$ cat src/rtl/fifo_rd_pkg.sv
// Shared types and helpers for the FIFO read-side stream adapter.
package fifo_rd_pkg;

    localparam int FIFO_WIDTH_DEF = 16;

    typedef logic [FIFO_WIDTH_DEF-1:0] data_t;

    // Pointer width for a skid buffer of the given depth (at least one bit).
    function automatic int skid_ptr_w(input int depth);
        if (depth > 1) begin
            return $clog2(depth);
        end else begin
            return 1;
        end
    endfunction

endpackage

$ cat src/rtl/fifo_rd_skid.sv
// Small circular buffer with push at the tail, pop at the head and an occupancy count.
module fifo_rd_skid
    import fifo_rd_pkg::*;
#(
    parameter int WIDTH = FIFO_WIDTH_DEF,
    parameter int DEPTH = 3,
    localparam int OCC_W = $clog2(DEPTH + 1)
) (
    input  logic             clk,
    input  logic             rst,
    input  logic             push,
    input  logic [WIDTH-1:0] push_data,
    input  logic             pop,
    output logic [WIDTH-1:0] head_data,
    output logic [OCC_W-1:0] occ
);

    localparam int PTR_W = skid_ptr_w(DEPTH);

    logic [WIDTH-1:0] mem_q [DEPTH];
    logic [WIDTH-1:0] mem_d [DEPTH];
    logic [PTR_W-1:0] head_q, head_d;
    logic [PTR_W-1:0] tail_q, tail_d;
    logic [OCC_W-1:0] occ_q, occ_d;

    // Pointers wrap modulo DEPTH, which need not be a power of two.
    function automatic logic [PTR_W-1:0] ptr_inc(input logic [PTR_W-1:0] p);
        if (p == PTR_W'(DEPTH - 1)) begin
            return {PTR_W{1'b0}};
        end else begin
            return p + PTR_W'(1);
        end
    endfunction

    // Next-state for storage, pointers and occupancy.
    always_comb begin
        mem_d  = mem_q;
        head_d = head_q;
        tail_d = tail_q;
        occ_d  = occ_q;
        if (push) begin
            mem_d[tail_q] = push_data;
            tail_d        = ptr_inc(tail_q);
        end else begin
            tail_d = tail_q;
        end
        if (pop) begin
            head_d = ptr_inc(head_q);
        end else begin
            head_d = head_q;
        end
        case ({push, pop})
            2'b10:   occ_d = occ_q + OCC_W'(1);
            2'b01:   occ_d = occ_q - OCC_W'(1);
            default: occ_d = occ_q;
        endcase
    end

    // State registers; reset clears storage so the head reads as zero.
    always_ff @(posedge clk or posedge rst) begin
        if (rst) begin
            for (int i = 0; i < DEPTH; i++) begin
                mem_q[i] <= {WIDTH{1'b0}};
            end
            head_q <= {PTR_W{1'b0}};
            tail_q <= {PTR_W{1'b0}};
            occ_q  <= {OCC_W{1'b0}};
        end else begin
            mem_q  <= mem_d;
            head_q <= head_d;
            tail_q <= tail_d;
            occ_q  <= occ_d;
        end
    end

    assign head_data = mem_q[head_q];
    assign occ       = occ_q;

endmodule

$ cat src/rtl/fifo_rd_adapter.sv
// Drains a synchronous FIFO read port into a valid/ready stream, hiding the
// one-cycle read latency behind a credit-controlled skid buffer.
module fifo_rd_adapter
    import fifo_rd_pkg::*;
#(
    parameter int FIFO_WIDTH = FIFO_WIDTH_DEF,
    parameter int SKID_DEPTH = 3,
    parameter int CNT_WIDTH  = 16
) (
    input  logic                  clk,
    input  logic                  rst,
    input  logic                  enable,
    output logic                  fifo_rd_en,
    input  logic [FIFO_WIDTH-1:0] fifo_data_out,
    input  logic                  fifo_empty,
    input  logic                  fifo_underflow,
    output logic                  m_valid,
    input  logic                  m_ready,
    output logic [FIFO_WIDTH-1:0] m_data,
    output logic [CNT_WIDTH-1:0]  rd_count,
    output logic                  underflow_err
);

    localparam int OCC_W = $clog2(SKID_DEPTH + 1);
    localparam logic [OCC_W:0] CREDIT_LIMIT = (OCC_W + 1)'(SKID_DEPTH);

    logic [OCC_W-1:0]     occ_s;
    logic [OCC_W:0]       used_s;
    logic                 rd_en_s;
    logic                 push_s;
    logic                 pop_s;
    logic                 inflight_q, inflight_d;
    logic [CNT_WIDTH-1:0] rd_count_q, rd_count_d;
    logic                 underflow_err_q, underflow_err_d;

    // Issue a read only when a skid slot is guaranteed for the returning word;
    // m_ready is deliberately absent from this path.
    always_comb begin
        used_s = {1'b0, occ_s} + {{OCC_W{1'b0}}, inflight_q};
        if (rst) begin
            rd_en_s = 1'b0;
        end else begin
            rd_en_s = enable && !fifo_empty && (used_s < CREDIT_LIMIT);
        end
    end

    // Capture, pop, delivered-word count and sticky underflow.
    always_comb begin
        inflight_d = rd_en_s;
        push_s     = inflight_q && !fifo_underflow;
        pop_s      = m_valid && m_ready;
        if (pop_s) begin
            rd_count_d = rd_count_q + CNT_WIDTH'(1);
        end else begin
            rd_count_d = rd_count_q;
        end
        if (inflight_q && fifo_underflow) begin
            underflow_err_d = 1'b1;
        end else begin
            underflow_err_d = underflow_err_q;
        end
    end

    // Control registers.
    always_ff @(posedge clk or posedge rst) begin
        if (rst) begin
            inflight_q      <= 1'b0;
            rd_count_q      <= {CNT_WIDTH{1'b0}};
            underflow_err_q <= 1'b0;
        end else begin
            inflight_q      <= inflight_d;
            rd_count_q      <= rd_count_d;
            underflow_err_q <= underflow_err_d;
        end
    end

    fifo_rd_skid #(
        .WIDTH (FIFO_WIDTH),
        .DEPTH (SKID_DEPTH)
    ) u_skid (
        .clk       (clk),
        .rst       (rst),
        .push      (push_s),
        .push_data (fifo_data_out),
        .pop       (pop_s),
        .head_data (m_data),
        .occ       (occ_s)
    );

    assign fifo_rd_en    = rd_en_s;
    assign m_valid       = (occ_s != {OCC_W{1'b0}});
    assign rd_count      = rd_count_q;
    assign underflow_err = underflow_err_q;

endmodule

$ cat config.mk
export PLATFORM = sky130hd
export DESIGN_NAME = fifo_rd_adapter
export DESIGN_NICKNAME = d
export VERILOG_FILES = /design/src/rtl/fifo_rd_pkg.sv /design/src/rtl/fifo_rd_skid.sv /design/src/rtl/fifo_rd_adapter.sv
export SDC_FILE = /design/constraint.sdc
export NUM_CORES = 1
export LEC_CHECK = 0
export CORE_MARGIN = 8
export CORE_UTILIZATION = 34
export DETAILED_ROUTE_END_ITERATION = 7
export PLACE_DENSITY = 0.67
export SETUP_SLACK_MARGIN = 0.15
export SLEW_MARGIN = 0
export SYNTH_ARGS = -nofsm -noshare
export SYNTH_HDL_FRONTEND = slang
export SYNTH_HIERARCHICAL = 1
export SYNTH_SLANG_ARGS = --single-unit
$ cat constraint.sdc
create_clock -name clk -period 1.64 [get_ports clk]
set_input_delay 0.164 -clock clk [delete_from_list [all_inputs] [get_ports clk]]
set_output_delay 0.164 -clock clk [all_outputs]
set_load 0.1 [all_outputs]
# Yosys cells after proc, flatten, opt, wreduce, memory -nomap -nowiden
# Index checks and enable logic that the tools add are counted.
totals:
  mem_bits_ro: 0
  mem_bits_rw: 0
  regBits: 72
  memories: 0
  latch_bits: 0
  word_cells: 45
  output_inout_bits: 35
op_classes:
  n_bitwise: 2
  n_addsub: 6
  n_shift: 0
  n_lt_le_gt_ge: 4
  muxes: 10
  n_div: 0
  mul: 0
  n_reduce_logical: 10
  eq_ne: 4
op_table:
  columns: ["cell", "count"]
  rows:
  - ["$bwmux 48", 1]
  - ["$mux 16", 3]
  - ["$bmux 16 s2", 1]
  - ["$demux 16 s2", 1]
  - ["$add 16x1->16 const B", 1]
  - ["$add 2x1->2 const B", 3]
  - ["$eq 2x2->1 const B", 3]
  - ["$ge 3x3->1 const B", 2]
  - ["$logic_and 1x1->1", 6]
  - ["$not 2->3", 2]
  - ["$mux 2", 2]
  - ["$pmux 2 s2", 1]
  - ["$reduce_bool 2->1", 2]
  - ["$add 2x1->3", 1]
  - ["$lt 3x1->1 const B", 1]
  - ["$lt 3x2->1 const B", 1]
  - ["$eq 2x1->1 const B", 1]
  - ["$logic_not 1->1", 2]
  - ["$sub 2x1->2 const B", 1]
  - ["$mux 1", 1]

# Depth between registers and ports, before layout
# Gate-level depths: netlist of run 1.
depth:
  word_depth: 6
  ltp_mapped: 6
  mapped_depth_nobuf: 6

# By module
# Netlist of run 1, hierarchy kept.
by_module_without_submodules:
  columns: ["module", "area_per_inst_um2", "cells_each", "instances", "seq_area_each_um2"]
  rows:
  - ["fifo_rd_skid", 2413.6, 177, 1, 1351.3]
  - ["fifo_rd_adapter", 820.8, 75, 1, 450.4]

# Worst setup path before layout of run 1
# Ideal clock, no wire load.
synth_timing:
  path_type: "register -> register"
  from: "register u_skid.occ_q[0] (netlist: u_skid/occ[0])"
  to: "register inflight_q"
  n_path_buf: 0
  required_time_ns: 1.353
  arrival_time_ns: 2.917
  path_stages_with_launch: 5
  slack_ns: -1.564
  path_cell_list: "dfrtp_1 > ha_1 > ha_1 > or4b_2 > a21oi_1"
synth_via:
  elab_chain_len: 4
synth_rtl:
  columns: ["element", "line_no", "rtl"]
  rows:
  - ["start: declaration", "fifo_rd_skid.sv:24", "logic [OCC_W-1:0] occ_q, occ_d;"]
  - ["start signal: assignment", "fifo_rd_skid.sv:67", "occ_q <= {OCC_W{1'b0}};"]
  - ["$add 2x1->3", "fifo_rd_adapter.sv:39", "used_s = {1'b0, occ_s} + {{OCC_W{1'b0}}, inflight_q};"]
  - ["$lt 3x2->1", "fifo_rd_adapter.sv:43", "rd_en_s = enable && !fifo_empty && (used_s < CREDIT_LIMIT);"]
  - ["$logic_and 1x1->1", "fifo_rd_adapter.sv:43", null]
  - ["$mux 1", "fifo_rd_adapter.sv:40", "if (rst) begin"]
  - ["named net fifo_rd_en", "fifo_rd_adapter.sv:13", "output logic fifo_rd_en,"]
  - ["end signal: assignment", "fifo_rd_adapter.sv:71", "inflight_q <= inflight_d;"]
  - ["end: declaration", "fifo_rd_adapter.sv:32", "logic inflight_q, inflight_d;"]
# The timed path passes the listed nets, and every way through them passes these cells.
# A chain may end at the register's enable or synchronous reset.

# Worst setup path in the final report of run 1
layout_timing:
  from: "register u_skid.occ_q[0] (netlist: u_skid/occ[0])"
  to: "output fifo_rd_en"
layout_via:
  elab_chain_len: 4
layout_rtl:
  columns: ["element", "line_no"]
  rows:
  - ["$add 2x1->3", "fifo_rd_adapter.sv:39"]
  - ["$lt 3x2->1", "fifo_rd_adapter.sv:43"]
  - ["$logic_and 1x1->1", "fifo_rd_adapter.sv:43"]
  - ["$mux 1", "fifo_rd_adapter.sv:40"]
  - ["end: declaration", "fifo_rd_adapter.sv:13"]
# No other way between the ends.

==> metrics.md, run 1 <==
| Metric | Value |
|---|---|
| Run status | `finished with violations` |
| Failing checks | `setup timing` |
| Final period util | `1.29` |
| Critical-path cell list | `ha_4 > ha_4 > or4b_4 > a21oi_4 > buf_12` |
| Initial antenna violation count | `0` |
| CP Class | `flip-flop to primary output` |
| DRC violations left | `0` |
| Setup crit end kind | `primary output` |
| Cell Area, Synth | `~3200 µm²` |
| Critical Path RT | `about 1.5 ns` |
| Slowest cell on crit path | `or4b_4` |
| Worst-Skew Late Latency | `0.35 ns` |
| DR vias/cell | `approximately 4.7` |
| Chip width | `roughly 110 µm` |
| Worst Path Arrival | `1.96 ns` |
| List of most frequent post-synthesis cells | `72 x dfrtp_1, 39 x mux2_2, 26 x nand2_1, 17 x mux2i_1, 16 x o21ai_0` |
| Post-synth EDFFs | `0` |
| RSZ-0062 raised after global routing | `true` |
| Worst setup margin | `-0.483 ns` |
| Die height | `114 µm` |
| Final setup fails | `between 70 and 80` |
| Ranking of synthesized cells by area | `dfrtp_1 56%, mux2_2 14%, mux2i_1 5.3%, mux2_4 4.6%, nand2_1 3.0%` |
| Routed len/inst | `17.5 µm` |
| Share of layout cells above drive strength 1 | `0.656` |
| Post-synth top area cell | `dfrtp_1` |
| Relative slew slack | `0.801` |
| Initial DRC count | `~80` |
| Async SR Flop Fraction | `1.00` |
| Root Buffer Master | `clkbuf_8` |
| Most used DFF post-synth | `dfrtp_1` |
| CTS tree | `yes` |
| Global-route wire length before repair | `13700 µm` |
| # Max-Cap Violations | `0` |
| Most common cell in the synthesized netlist | `dfrtp_1` |
| Number of global-route vias before repair | `2522` |
| Global-route usage over all layers | `0.135` |
| Hold WC Path Type | `primary input to asynchronous set/reset pin` |
| Worst-case clock buffer depth | `2` |
| CP max FO | `2` |
| Skew final | `between 0.008 and 0.009 ns` |
| Synthesis warning total | `6` |
| Site Rows | `35` |
| Fin. Hold Viols | `0` |
| Synth top area share | `0.557` |
| TritonCTS buffer count | `9` |
| Vias | `approximately 2300` |
| Initial Utilization | `0.350` |
| Final wirelength | `~8500 µm` |
| Antenna viol nets, final | `0` |
| Setup TNS | `-12.60 ns` |
| DR pass1 iterations | `4` |
| IO Pins | `57` |
| Crit path largest cell delay | `~0.50 ns` |
| Layout area overhead | `79.9%` |
| Crit path max-delay family | `simple AND/OR/NAND/NOR gates` |
| Grt total ovfl | `0` |
| Syn nets | `278` |
| DP Wirelength | `5400 µm` |
| Ant diodes | `0` |
| Core Area | `between 9000 and 10000 µm²` |
| Core Util, Final | `0.630` |
| Worst-Margin Slew | `between 0.2 and 0.3 ns` |
| Crit path top cell by count | `ha_4` |
| Critical Path Start Type | `flip-flop` |
| Register area share after synthesis | `0.557` |
| CP Buf/Inv Count | `1` |
| R2r setup slk | `-0.29 ns` |
| Global placement routability congestion | `~0.74` |
| Fin crit period | `roughly 2.1 ns` |
| Clock sink count | `between 70 and 80` |
| Pin count of the biggest net entering global routing | `55` |
| Clock slew at reported path FFs | `0.08 ns` |
| Fmax | `between 400 and 500 MHz` |
| Final count of pins violating max slew | `0` |
| CTS H-tree lvls | `3` |
| Die area | `between 10000 and 15000 µm²` |
| Port Buffers | `56` |
| Register bit count reported by yosys | `72` |
| CTS Hold Bufs | `0` |
| Nets | `379` |
| Synth unique cells | `31` |
| Cells after Synth | `around 250` |
| Syn_area_per_cell | `roughly 13 µm²` |
[routing by layer]
layer | part of all wire | track usage
met1 | 0.43 | 0.166
met2 | 0.52 | 0.219
met3 | 0.044 | 0.0444
met4 | 0.012 | 0.0435
met5 | 0 | 0
[flip-flops by register name (all words and copies together) (netlist names)]
name,count
underflow_err,1
inflight_q,1
u_skid/head_q,2
rd_count,16
u_skid/tail_q,2
u_skid/occ,2
u_skid/mem_q,48
[layout by cell type, fill, tap and decap left out, types with 2 or more instances in the layout]
master,netlist,routed
dfrtp_1,72,57
mux2_4,10,42
buf_12,0,40
clkdlybuf4s50_1,0,21
buf_6,1,19
o21ai_4,0,16
buf_4,1,15
nand2_4,0,13
mux2i_4,0,12
nand2_1,26,11
clkbuf_8,0,11
dfrtp_4,0,10
xnor2_1,11,9
xor2_1,7,7
mux2_2,39,7
buf_8,0,6
nand3_1,7,5
dfrtp_2,0,5
nor2_4,0,4
ha_4,0,4
mux2i_2,0,4
nor3_4,1,3
nand4_1,3,3
bufinv_16,0,3
or2_4,0,2
or3_4,0,2
nor2_1,7,2
nor2b_4,0,2
inv_1,4,2
a21o_1,2,2
xnor2_2,0,2
inv_2,1,2
nand2_2,0,2
[timing repair]
| action | 4_1_cts | 5_1_grt |
|---|---|---|
| setup endpoints to repair | 71 | 82 |
| cloned | 4 | 0 |
| resized for setup | 101 | 55 |
| setup buffers | 6 | 6 |
| pin swaps | 11 | 17 |
[final timing paths]
check,cells after the start,endpoint,startpoint
min in group clk,2,u_skid/mem_q[8],fifo_data_out[8]
setup reg to reg,9,u_skid/mem_q[39],inflight_q
setup / recovery,5,fifo_rd_en,u_skid/occ[0]
hold reg to reg,1,u_skid/mem_q[26],u_skid/mem_q[26]
hold / removal,4,rd_count[10],rst
max in group asynchronous,4,u_skid/head_q[0],rst
[worst reg2reg max path: cells and delay by family, from the launching register on]
family	cells	cell delay, ns
simple gates	2	0.42
flops	1	0.41
buf+inv	6	0.65
mux	1	0.32
[cell families (layout without fill, tap and decap cells)]
family | count (synthesis) | in the layout | synth area share
compound gates | 21 | 21 | 0.0356
xor+xnor | 18 | 18 | 0.0487
fa+ha+maj | 4 | 4 | 0.0155
buf+inv | 16 | 122 | 0.0244
flops | 72 | 72 | 0.557
mux | 66 | 66 | 0.235
simple gates | 55 | 55 | 0.0839
[cell type report]
cell class / count / area, µm²
inverters: 5 / 21.3
fillers: 644 / 3420
well taps: 129 / 161
repair buffers: 101 / 1430
clock inverters: 5 / 103
multi-input cells: 164 / 2110
clock buffers: 11 / 151
flip-flops and latches: 72 / 1850
[stage by stage]
step / hold slack (ns) / area, µm² / setup WS (ns) / std cells
2_1_floorplan: 0.103 / 3570 / -0.349 / 252
3_3_place_gp: 0.487 / 4780 / -0.173 / 455
3_5_place_dp: 0.493 / 4780 / -0.212 / 455
4_1_cts: 0.304 / 5520 / -0.497 / 481
5_1_grt: 0.323 / 5820 / -0.549 / 487
6_report: 0.310 / 5820 / -0.483 / 487
Power of run 1 is not shown: default switching activity piles up to over one toggle a cycle in this logic, so the estimate is an artifact.
==> run 2, diff against run 1 <==
--- a/config.mk
+++ b/config.mk
@@ -8,6 +8,7 @@
 export CORE_MARGIN = 8
 export CORE_UTILIZATION = 34
 export DETAILED_ROUTE_END_ITERATION = 7
+export GPL_TIMING_DRIVEN = 0
 export PLACE_DENSITY = 0.67
 export SETUP_SLACK_MARGIN = 0.15
 export SLEW_MARGIN = 0
==> run 2 against run 1 <==
Net effect: the flow still finishes with violations (setup timing); critical path type unchanged; setup slack better by 0.012 ns; critical path depth did not move; highest routed layer unchanged; hold slack got worse by 0.045 ns; cell count increased by 0.82%; critical endpoint unchanged; register-to-register slack worse by 0.07 ns; largest cell class unchanged.
==> metrics.md, run 2 (synthesis gave the netlist of run 1 again) <==
| Metric | Value |
|---|---|
| Fillers | `about 690` |
| Most common cell after layout, fill and taps aside | `dfrtp_1` |
| Final count of pins violating max slew | `0` |
| R2r setup slk | `-0.36 ns` |
| Initial Utilization | `0.350` |
| CTS tree | `yes` |
| Failing checks | `setup timing` |
| DR pass1 iterations | `4` |
| Critical Path Start Type | `flip-flop` |
| Chip width | `114 µm` |
| Final period util | `1.29` |
| TritonCTS buffer count | `9` |
| IO Pins | `57` |
| Layout area overhead | `68.7%` |
| WL met3 | `between 300 and 400 µm` |
| Routed len/inst | `roughly 18 µm` |
| Die height | `around 110 µm` |
| Wl on met1 | `3770 µm` |
| Initial DRC count | `83` |
| Root Buffer Master | `clkbuf_8` |
| Port Buffers | `between 50 and 60` |
| Site Rows | `35` |
| Run status | `finished with violations` |
| Max FFs per register | `48` |
| Antenna viol nets, final | `0` |
| CP Class | `flip-flop to primary output` |
| CTS H-tree lvls | `3` |
| Setup TNS | `-12.25 ns` |
| Worst Path Arrival | `around 2 ns` |
| Fmax | `474 MHz` |
| Core Area | `approximately 9200 µm²` |
| Relative slew slack | `0.514` |
| Fin. Hold Viols | `0` |
| Number of global-route vias before repair | `~2500` |
| Grt total ovfl | `0` |
| Crit path from | `u_skid/occ[0]` |
| Initial antenna violation count | `0` |
| CP max FO | `2` |
| Setup crit end kind | `primary output` |
| Global-route usage over all layers | `0.133` |
| Top sig layer | `met4` |
| Worst-case clock buffer depth | `2` |
| Share of layout cells above drive strength 1 | `0.649` |
| Core Util, Final | `0.590` |
| Ant diodes | `0` |
| # Max-Cap Violations | `0` |
| Die area | `12900 µm²` |
| Nets | `about 380` |
| Global-route wire length before repair | `between 10000 and 15000 µm` |
| RSZ-0062 raised after global routing | `true` |
| Global placement routability congestion | `between 0.7 and 0.8` |
| Final setup fails | `just under 70` |
| Hold WC Path Type | `primary input to asynchronous set/reset pin` |
| Worst-Margin Slew | `0.728 ns` |
| Top reg by flops | `u_skid/mem_q` |
| DP Wirelength | `between 5000 and 6000 µm` |
| Fin crit period | `between 2 and 2.5 ns` |
| Skew final | `around 0.0061 ns` |
| CTS Hold Bufs | `0` |
| Final wirelength | `8650 µm` |
| WHS | `about 0.26 ns` |
| Clock sink count | `72` |
| Worst setup margin | `-0.470 ns` |
| Commonest non-fill, non-tap cells in the layout | `58 x dfrtp_1, 36 x mux2_2, 25 x buf_12, 21 x clkdlybuf4s50_1, 20 x buf_4` |
| Critical Path RT | `1.48 ns` |
| Clock slew at reported path FFs | `~0.080 ns` |
| Met2 WL | `around 4500 µm` |
| Reg-to-Reg Start | `inflight_q` |
| Pin count of the biggest net entering global routing | `32` |
| Vias | `approximately 2300` |
| DR vias/cell | `roughly 4.7` |
| DRC violations left | `0` |
| Worst-Skew Late Latency | `0.34 ns` |
## run 2: cell count changes in the layout (fill, tap and decap cells not counted), sizes merged
cell,before,now
clkdlybuf4s15,0,2
clkinv,1,4
bufinv,3,2
bufbuf,0,1
buf,80,77
clkinvlp,1,0
clkbuf,11,14
## run 2: path summary, 6_finish.rpt
kind                                   endpoint  cells past startpoint
worst max-delay path                 fifo_rd_en                      5
worst max register to register  u_skid/mem_q[5]                      8
worst min-delay path            u_skid/mem_q[4]                      2
min in group clk                  underflow_err                      1
worst min register to register    underflow_err                      1
max in group asynchronous           rd_count[1]                      2
## run 2: area by class of cell
cell class	instances	area [µm²]	area share
inverter	5	18.8	0.00344
timing repair buffer	94	1100	0.202
sequential	72	1840	0.338
multi-input combinational	164	1940	0.355
buffer	11	183	0.0335
clock inverter	6	83.8	0.0154
tap	129	161	0.0296
clock buffer	10	128	0.0234
## run 2: critical path: stages, from the launching register on
cell     delay (ns)
dfrtp_2        0.43
ha_4           0.17
ha_4           0.14
or4b_4         0.49
a21oi_4        0.17
buf_12         0.19
## run 2: what timing repair did
action	in CTS	in global routing
pin swaps	17	17
buffers inserted	18	15
resized for setup	307	39
cloned	3	1
endpoints found under the hold margin	0	0
setup endpoints to repair	90	81
## run 2: per-layer routing
metal | track usage | vias to the layer above
met5 | 0 | -
met1 | 0.162 | 1149
li1 | - | 1080
met2 | 0.221 | 54
met4 | 0.0391 | 0
met3 | 0.0407 | 8
## run 2: through the flow
stage | std cells | cell area, µm² | setup slack [ns]
after CTS | 475 | 5130 | -0.490
final | 491 | 5460 | -0.470
after floorplan | 252 | 3570 | -0.349
after global placement | 437 | 4290 | -1.10
after global routing | 491 | 5460 | -0.521
after detailed placement | 438 | 4310 | -1.12
Power of run 2 is left out for the same reason.
